===== config.mk =====
export PLATFORM = sky130hd
export DESIGN_NAME = const_div_seq
export DESIGN_NICKNAME = d
export VERILOG_FILES = /design/src/rtl/const_div_seq.sv
export SDC_FILE = /design/constraint.sdc
export NUM_CORES = 1
export LEC_CHECK = 0
export ABC_AREA = 0
export CAP_MARGIN = 40
export CORE_UTILIZATION = 44
export CTS_CLUSTER_DIAMETER = 150
export DETAILED_ROUTE_END_ITERATION = 10
export PLACE_DENSITY_LB_ADDON = 0.08
export SLEW_MARGIN = 0
export SYNTH_ARGS = -nofsm -noshare
export SYNTH_HDL_FRONTEND = slang
export SYNTH_SLANG_ARGS = --single-unit

===== constraint.sdc =====
create_clock -name clk -period 3.5 [get_ports clk]
set_clock_uncertainty 0.15 [all_clocks]
set_input_delay 0.525 -clock clk [delete_from_list [all_inputs] [get_ports clk]]
set_output_delay 0.525 -clock clk [all_outputs]
set_load 0.01 [all_outputs]

===== src/rtl/const_div_seq.sv =====
// ---------------------------------------------------------------------------
// const_div_seq
//
// Sequential divider by a compile-time constant. It consumes the dividend
// CHUNK bits per clock, most significant chunk first. Each step replaces the
// divide with a constant lookup table indexed by {running remainder, chunk}.
// A result appears STEPS = WIDTH/CHUNK clock edges after the dividend is
// accepted, and stays on the outputs until the consumer takes it.
//
// Parameters:
//   WIDTH   : dividend and quotient width. It must be a multiple of CHUNK.
//   DIVISOR : constant divisor, 2 .. 2**CHUNK.
//   CHUNK   : dividend bits consumed per step.
//
// Ports:
//   clk       in   sole clock, rising edge
//   rst       in   synchronous active-high reset
//   in_valid  in   dividend offered
//   in_ready  out  block can accept a dividend (IDLE only)
//   dividend  in   WIDTH-bit unsigned dividend
//   out_valid out  result available (DONE only)
//   out_ready in   consumer accepts the result
//   quotient  out  floor(dividend / DIVISOR), 0 when out_valid is low
//   remainder out  dividend mod DIVISOR, 0 when out_valid is low
//   busy      out  high while running or holding a result
//
// Build option:
//   CONST_DIV_SEQ_REM_EN - when defined, the remainder port carries the final
//   running remainder in DONE. When it is undefined, the port is tied to 0.
// ---------------------------------------------------------------------------
module const_div_seq #(
   parameter int  WIDTH   = 32,
   parameter int  DIVISOR = 11,
   parameter int  CHUNK   = 4,
   localparam int RW      = $clog2(DIVISOR),
   localparam int STEPS   = WIDTH / CHUNK
) (
   input  logic             clk,
   input  logic             rst,
   input  logic             in_valid,
   output logic             in_ready,
   input  logic [WIDTH-1:0] dividend,
   output logic             out_valid,
   input  logic             out_ready,
   output logic [WIDTH-1:0] quotient,
   output logic [RW-1:0]    remainder,
   output logic             busy
);

   localparam int TN = 2 ** (RW + CHUNK);
   localparam int CW = (STEPS > 1) ? $clog2(STEPS) : 1;

   typedef enum logic [1:0] {
      IDLE = 2'd0,
      RUN  = 2'd1,
      DONE = 2'd2
   } state_t;

   state_t           state_reg;
   logic [WIDTH-1:0] shift_reg;
   logic [WIDTH-1:0] quot_reg;
   logic [RW-1:0]    r_reg;
   logic [CW-1:0]    cnt_reg;

   // The table index {r, chunk} equals t = r*2^CHUNK + chunk. Each entry
   // therefore holds floor(t/DIVISOR) and t mod DIVISOR, both fixed at
   // elaboration time. Entries with r >= DIVISOR are never addressed.
   logic [CHUNK-1:0] q_tab [TN];
   logic [RW-1:0]    r_tab [TN];

   for (genvar gi = 0; gi < TN; gi++) begin : g_tab
      localparam int QV = gi / DIVISOR;
      localparam int RV = gi % DIVISOR;
      assign q_tab[gi] = QV[CHUNK-1:0];
      assign r_tab[gi] = RV[RW-1:0];
   end

   logic [RW+CHUNK-1:0] tab_idx;
   logic [CHUNK-1:0]    step_q;
   logic [RW-1:0]       step_r;
   logic                last_step;

   assign tab_idx   = {r_reg, shift_reg[WIDTH-1 -: CHUNK]};
   assign step_q    = q_tab[tab_idx];
   assign step_r    = r_tab[tab_idx];
   assign last_step = (cnt_reg == CW'(STEPS - 1));

   always_ff @(posedge clk) begin
      if (rst) begin
         state_reg <= IDLE;
         shift_reg <= '0;
         quot_reg  <= '0;
         r_reg     <= '0;
         cnt_reg   <= '0;
      end else begin
         case (state_reg)
            IDLE: begin
               if (in_valid) begin
                  shift_reg <= dividend;
                  quot_reg  <= '0;
                  r_reg     <= '0;
                  cnt_reg   <= '0;
                  state_reg <= RUN;
               end
            end
            RUN: begin
               // Consume the top chunk and append its quotient digit at the LSB end.
               shift_reg <= shift_reg << CHUNK;
               quot_reg  <= (quot_reg << CHUNK) | WIDTH'(step_q);
               r_reg     <= step_r;
               cnt_reg   <= cnt_reg + 1'b1;
               if (last_step) begin
                  state_reg <= DONE;
               end
            end
            DONE: begin
               if (out_ready) begin
                  state_reg <= IDLE;
               end
            end
            default: state_reg <= IDLE;
         endcase
      end
   end

   assign in_ready  = (state_reg == IDLE);
   assign out_valid = (state_reg == DONE);
   assign busy      = (state_reg != IDLE);
   assign quotient  = out_valid ? quot_reg : '0;

`ifdef CONST_DIV_SEQ_REM_EN
   assign remainder = out_valid ? r_reg : '0;
`else
   assign remainder = '0;
`endif

endmodule


# After elaboration in Yosys (flattened, before gate mapping)
# Memory sizes are Yosys's and may differ from the RTL's.
# Index checks and enable logic that the tools add are counted.
# W data, S select, Z words.
# word_totals
register_bits	73
memories	2
output_inout_bits	39
mem_bits_ro	2048
elab_cells	39
# mem_list
memory	words	width	read_ports	rd_clocked_by_memory_dff	write_ports	line	text
(name not given)	256	4	1	0	0	85	assign step_r = r_tab[tab_idx];
(name not given)	256	4	1	0	0	84	assign step_q = q_tab[tab_idx];
# classes
n_addsub	1
reduce_logical	5
magnitude_cmp	1
n_eq_ne	6
bitwise	2
mux	17
# ops
op	count
$pmux W32 S2	2
$mux W32	3
$or A32 B4 Y32	1
$mux W4	5
$ge A9 B9 Y1 const B	1
$not A8 Y9	1
$pmux W4 S2	1
$mux W2	3
$pmux W2 S3	1
$pmux W3 S2	1
$ne A2 B2 Y1 const B	2
$reduce_bool A2 Y1	2
$add A3 B1 Y3 const B	1
$eq A3 B3 Y1 const B	1
$mux W3	1
$reduce_and A3 Y1	1
$eq A2 B1 Y1 const B	1
$eq A2 B2 Y1 const B	1
$logic_not A2 Y1	1
$ne A2 B1 Y1 const B	1
$reduce_and A2 Y1	1

# Logic depth before layout (Yosys ltp)
# Gate-level depths: netlist of run 1.
# logic_depth
depth_word	6
ltp_mapped	11

# Worst setup path before layout of run 1
# No wires, ideal clock.
# synth_timing
kind	flip-flop to flip-flop
startpoint	register shift_reg[29]
endpoint	register r_reg[1]
setup_ps	138
path_slack_ps	702
arrival_time_ps	2510
stages_incl_launch_ff	11
period_less_slack_ps	2798
cell_sequence	dfxtp_1 > clkbuf_1 > inv_1 > ha_1 > clkbuf_2 > clkbuf_1 > a21oi_1 > o211ai_1 > a21boi_0 > a2111oi_0 > a211oi_2
# synth_between
elab_chain_len	5
# synth_lines
item	line	text
from (decl)	60	logic [WIDTH-1:0] shift_reg;
from (signal assigned)	99	shift_reg <= dividend;
from (signal assigned)	108	shift_reg <= shift_reg << CHUNK;
$not A8 Y9 (implied by the code)	85	
$mem_v2 Z256 W4	n/a	
$mux W4 (implied by the code) (2 in a row)	85	
$pmux W4 S2	96	case (state_reg)
to (signal assigned)	110	r_reg <= step_r;
to (decl)	62	logic [RW-1:0] r_reg;
# No other way between the ends. The select of a mux whose other input is x is not followed.
# A chain may end at the register's enable or synchronous reset.

# Final worst setup path of run 1
# layout_timing
startpoint	register state_reg[1]
endpoint	output port quotient[15]
# layout_between
elab_chain_len	2
# layout_lines
item	line	text
from (decl)	59	state_t state_reg;
from (signal assigned)	90	state_reg <= IDLE;
from (signal assigned)	103	state_reg <= RUN;
from (signal assigned)	113	state_reg <= DONE;
$eq A2 B2 Y1	127	assign out_valid = (state_reg == DONE);
$mux W32	129	assign quotient = out_valid ? quot_reg : '0;
to (decl)	45	output logic [WIDTH-1:0] quotient,
# No other way between the ends.

==> impl_metrics.ini, run 1 <==
[yosys]
synthTopCellsByCount = 140 x nor2_1, 73 x dfxtp_1, 58 x a21oi_1
async_flop_share_pct = 0
syn-cell-area_sq_um = 5216
synth_area_per_cell_sq_um = 7.225
ys.warnings.count = 0
synth_ff_type = dfxtp_1
yosysSeqAreaShare_pct = 28.02
yosysMostFrequentCell = nor2_1
synth_top_cells_by_area = dfxtp_1 28%, nor2_1 10%, a21oi_1 5.6%, a22oi_1 5.5%, nor2b_1 4.3%
syn_inst = 722
yosysTopAreaCell = dfxtp_1
netlist.area_leader.share_pct = 28.02
synth-seq-cells = 73
ys_types = 73
synth_edf_count = 0

[place]
io_buffers = 70
hpwl_microns = 9888
gp_congestion = 0.9315

[global_routing]
grt_start_max_net_pins = 61
grt_pass1_wl_microns = 24850
overflow = 0
antenna_found_initial = 0
grt_pass1_vias = 4933
track_usage_pct = 24.62

[clock_network]
postCtsHoldBufs = 0
numCtsBuffers = 9
clk_path_buf_depth = 2
cts_resized = 0
cts_root_buf = clkbuf_16
cts_setup_buffers = 0
cts_tree = built
clk_pin_slew_worst_paths_ps = 60
insertion_delay_ps = 350
htreeDepth = 3
cts_sinks = 73

[sta]
fmax_mhz = 369.5
worstMarginPinSlew_ps = 775.5
min_period_over_period_pct = 77.32
drv_slew = 0
rsz0062_at_grt = false
post-route-min-period_ps = 2706
hold_viol = 0
tns_ps = 0
whs_ps = 319.4
slew_headroom_pct = 48.23
setup_viol = 0

[worst_setup_path]
critPathMaxFanout = 34
path_class = reg2out
r2r-end = r_reg[1]
reg2reg_depth = 7
cp-start-kind = flop
rrSetupSlack_ps = 900
end_kind = output port
reg2reg_from = shift_reg[30]
critical_path_required_ps = 2820
critPathArrivalTime_ps = 2030

[worst_hold_path]
min_path_type = reg2reg
hold_path_startpoint = shift_reg[20]
hold_path_end = shift_reg[20]
whs_path_depth = 2

[finish]
fin_nets = 800
multi_input_area_sq_um = 3331
drive_gt1_share_pct = 8.454
diodes = 0
regArea_sq_um = 1464
area_growth_pct = 18.93
fill_cells = 1174

[pwr]
p_leak_nw = 2.303
ir_worst_vdd_uv = 255.5
power_density_nw_per_um2 = 414.2

[die]
pin_count = 75
num_rows = 39
die_x_microns = 110.9
fp.dieArea_sq_um = 12290
initial_core_util_pct = 45.49
die_y_microns = 110.9
core_area_sq_um = 11470

[drt]
post_drt_wl_per_cell_microns = 16.64
via_count = 5350
first_pass_iters = 5
antenna_left = 0
drt_iter0_drc = 498
vias_per_cell = 5.944
finalWirelength_microns = 14980
drc = 0

[run]
maxCapViolCount = 0

[status]
status = completed
## stage by stage
| step | util, % | worst slack [ps] | std cells | area (sq um) | total power [mW] |
|---|---|---|---|---|---|
| final | 54.10 | 793.8 | 900 | 6203 | 2.569 |
| after global routing | 54.10 | 693.6 | 900 | 6203 | 2.698 |
| after detailed placement | 51.43 | 963.9 | 884 | 5898 | 1.620 |
| after floorplan | - | 702.1 | 725 | 5228 | 1.449 |
| after global placement | 51.43 | 982.2 | 884 | 5898 | 1.614 |
| after CTS | 54.10 | 783.1 | 900 | 6203 | 2.574 |
## report_power, final
part	leakage (nW)	internal [mW]	switching (mW)
clock network	0.142	0.575	0.378
logic	1.56	0.279	0.410
registers	0.597	0.875	0.0513
total	2.30	1.73	0.840
## worst max-delay path, stage by stage, from the launching register on
cell and delay [ps]:
dfxtp_1 510, nor2b_1 180, buf_4 270, and2_1 180, clkdlybuf4s50_1 550
## cells by family after synthesis
family | synth area share [%]
simple gates | 29.22
compound gates | 27.85
buf+inv | 8.395
flops | 28.02
fa+ha+maj | 2.878
mux | 2.902
xor+xnor | 0.6717
other cells | 0.07189
## placed cells by master, fill, tap and decap left out, drive strengths merged, types with 3 or more instances in the layout
master / n
nor2: 142
dfxtp: 73
clkdlybuf4s50: 69
a21oi: 59
a22oi: 39
nor2b: 37
and2: 35
nand2: 34
o21ai: 31
nor3: 28
buf: 24
nand2b: 16
a211oi: 16
inv: 15
nand3: 14
o211ai: 12
ha: 12
clkbuf: 11
o2111ai: 8
a31oi: 7
mux2i: 5
o221ai: 4
conb: 4
a221oi: 4
nand4: 3
a21o: 3
mux4: 3
a311oi: 3
o22ai: 3
a2111oi: 3
mux2: 3
## layer usage
metal	global-route usage, %	up-vias	wire, microns
met5	0	-	0
met4	9.511	0	371
met3	4.101	32	1011
met2	37.85	222	6583
met1	34.32	2495	7013
li1	-	2601	-
## how the worst max path moves through the flow
stage	from	endpoint	cells past startpoint
floorplan	shift_reg[29]	r_reg[1]	10
global placement	shift_reg[30]	r_reg[1]	7
detailed placement	shift_reg[30]	r_reg[1]	7
CTS	state_reg[1]	quotient[15]	4
global route	state_reg[1]	quotient[15]	4
finish	state_reg[1]	quotient[15]	4
## cell type report
cell class | instances | area share, %
Timing Repair Buffer | 93 | 14.00
Inverter | 15 | 0.9076
Clock buffer | 11 | 3.913
Sequential cell | 73 | 23.60
Tap cell | 143 | 2.884
Multi-Input combinational cell | 560 | 53.69
Clock inverter | 5 | 1.008
(Power assumes the default switching activity.)
==> inputs of run 2 (changes only) <==
==> constraint.sdc (replaced) <==
create_clock -name clk -period 2.62 [get_ports clk]
set_clock_uncertainty 0.15 [all_clocks]
set_input_delay 0.393 -clock clk [delete_from_list [all_inputs] [get_ports clk]]
set_output_delay 0.393 -clock clk [all_outputs]
set_load 0.01 [all_outputs]
==> impl_metrics.ini, run 2 (synthesis gave the netlist of run 1 again) <==
[status]
status = completed

[worst_setup_path]
path_class = reg2out
cp-start-kind = flop
end_kind = output port
critPathMaxFanout = 34
critPathArrivalTime_ps = 1890
critical_path_required_ps = 2080

[place]
io_buffers = 70
gp_congestion = 0.8708
hpwl_microns = 10710

[pwr]
seq_power_share_pct = 35.3
p_int_mw = 2.339
ir_worst_vdd_uv = 389.7
comb_power_share_pct = 28.4
p_clk_share_pct = 36.4
p_sw_mw = 1.126
p_leak_nw = 2.389
swShare_pct = 32.49
power_density_nw_per_um2 = 546.1
power.total_mw = 3.464

[drt]
drc = 0
finalWirelength_microns = 15560
post_drt_wl_per_cell_microns = 16.98
drt_iter0_drc = 379
vias_per_cell = 5.876
first_pass_iters = 6
via_count = 5382
antenna_left = 0

[worst_hold_path]
min_path_type = in2reg

[global_routing]
overflow = 0
grt_start_max_net_pins = 48
grt_pass1_wl_microns = 25700
antenna_found_initial = 0
grt_pass1_vias = 5050
track_usage_pct = 25.78

[sta]
tns_ps = 0
slew_headroom_pct = 58.27
rsz0062_at_grt = false
hold_viol = 0
post-route-min-period_ps = 2431
fmax_mhz = 411.4
min_period_over_period_pct = 92.77
worstMarginPinSlew_ps = 623.7
drv_slew = 0
setup_viol = 0

[finish]
diodes = 0
drive_gt1_share_pct = 10.35
final_cell_mix = 140 x nor2_1, 70 x dfxtp_1, 69 x clkdlybuf4s50_1, 58 x a21oi_1, 38 x a22oi_1
area_growth_pct = 21.61
fin_nets = 816
final_common_cell = nor2_1

[clock_network]
cts_tree = built
cts_sinks = 73
htreeDepth = 3
cts_setup_buffers = 0
clk_pin_slew_worst_paths_ps = 60
postCtsHoldBufs = 0
cts_root_buf = clkbuf_16
clk_path_buf_depth = 2
numCtsBuffers = 9
insertion_delay_ps = 350

[die]
fp.dieArea_sq_um = 12290
core_area_sq_um = 11470
die_y_microns = 110.9
num_rows = 39
pin_count = 75
initial_core_util_pct = 45.49
die_x_microns = 110.9

[run]
maxCapViolCount = 0
==> run 2: worst max-delay path, stage by stage (launching register included) <==
cell,delay [ps]
dfxtp_1,400
nor2b_1,150
buf_4,270
and2_1,160
clkdlybuf4s50_1,540
==> run 2: routing by layer <==
| layer | vias to the layer above | GRT usage [%] | wire length (microns) |
|---|---|---|---|
| li1 | 2633 | - | - |
| met4 | 0 | 11.91 | 410 |
| met3 | 35 | 5.631 | 989 |
| met1 | 2523 | 35.23 | 7370 |
| met2 | 191 | 38.59 | 6787 |
| met5 | - | 0 | 0 |
==> run 2: area by class of cell <==
| cell class | instances | area, sq um |
|---|---|---|
| fill | 1123 | 5124 |
| inverter | 15 | 56.30 |
| clock buffer | 12 | 246.5 |
| timing repair buffer | 109 | 1013 |
| tap | 143 | 178.9 |
| clock inverter | 4 | 51.30 |
| sequential | 73 | 1465 |
| multi-input combinational | 560 | 3332 |
==> run 2: repair_timing <==
action	4_1_cts	5_1_grt
endpoints found under the hold margin	0	0
setup endpoints to repair	0	1
gates resized for setup	0	1
==> run 2: worst paths after layout <==
check                                   start            end  slack [ps]  cells past startpoint
worst min register to register  shift_reg[27]  shift_reg[27]         320                      2
worst max-delay path             state_reg[1]    quotient[0]         190                      4
worst max register to register  shift_reg[28]       r_reg[1]         240                      8
worst min-delay path                      rst       r_reg[1]         290                      3
==> run 2: power by group through the flow <==
stage | sequential, mW | combinational [mW] | clock, mW
final | 1.22 | 0.983 | 1.26
after global placement | 1.24 | 0.961 | 0
after floorplan | 1.22 | 0.714 | 0
after detailed placement | 1.25 | 0.968 | 0
after CTS | 1.22 | 0.972 | 1.29
after global routing | 1.23 | 1.08 | 1.33
==> run 2: metrics by stage <==
stage / setup slack, ps / hold WS, ps / util (%) / cell area (sq um) / instances
2_1_floorplan: 24.05 / 286.8 / - / 5231 / 725
3_3_place_gp: 311.6 / 300.6 / 52.71 / 6045 / 900
3_5_place_dp: 212.1 / 311.8 / 52.71 / 6045 / 900
4_1_cts: 151.0 / 288.7 / 55.31 / 6342 / 916
5_1_grt: 58.20 / 299.3 / 55.32 / 6344 / 916
6_report: 189.3 / 290.2 / 55.32 / 6344 / 916
==> inputs of run 3 (changes only) <==
--- a/config.mk
+++ b/config.mk
@@ -8,7 +8,7 @@
 export ABC_AREA = 0
 export CAP_MARGIN = 40
 export CORE_UTILIZATION = 44
-export CTS_CLUSTER_DIAMETER = 150
+export CTS_CLUSTER_DIAMETER = 100
 export DETAILED_ROUTE_END_ITERATION = 10
 export PLACE_DENSITY_LB_ADDON = 0.08
 export SLEW_MARGIN = 0
==> results of run 3 <==
No change in the layout: final DEF, timing and power equal those of run 2.
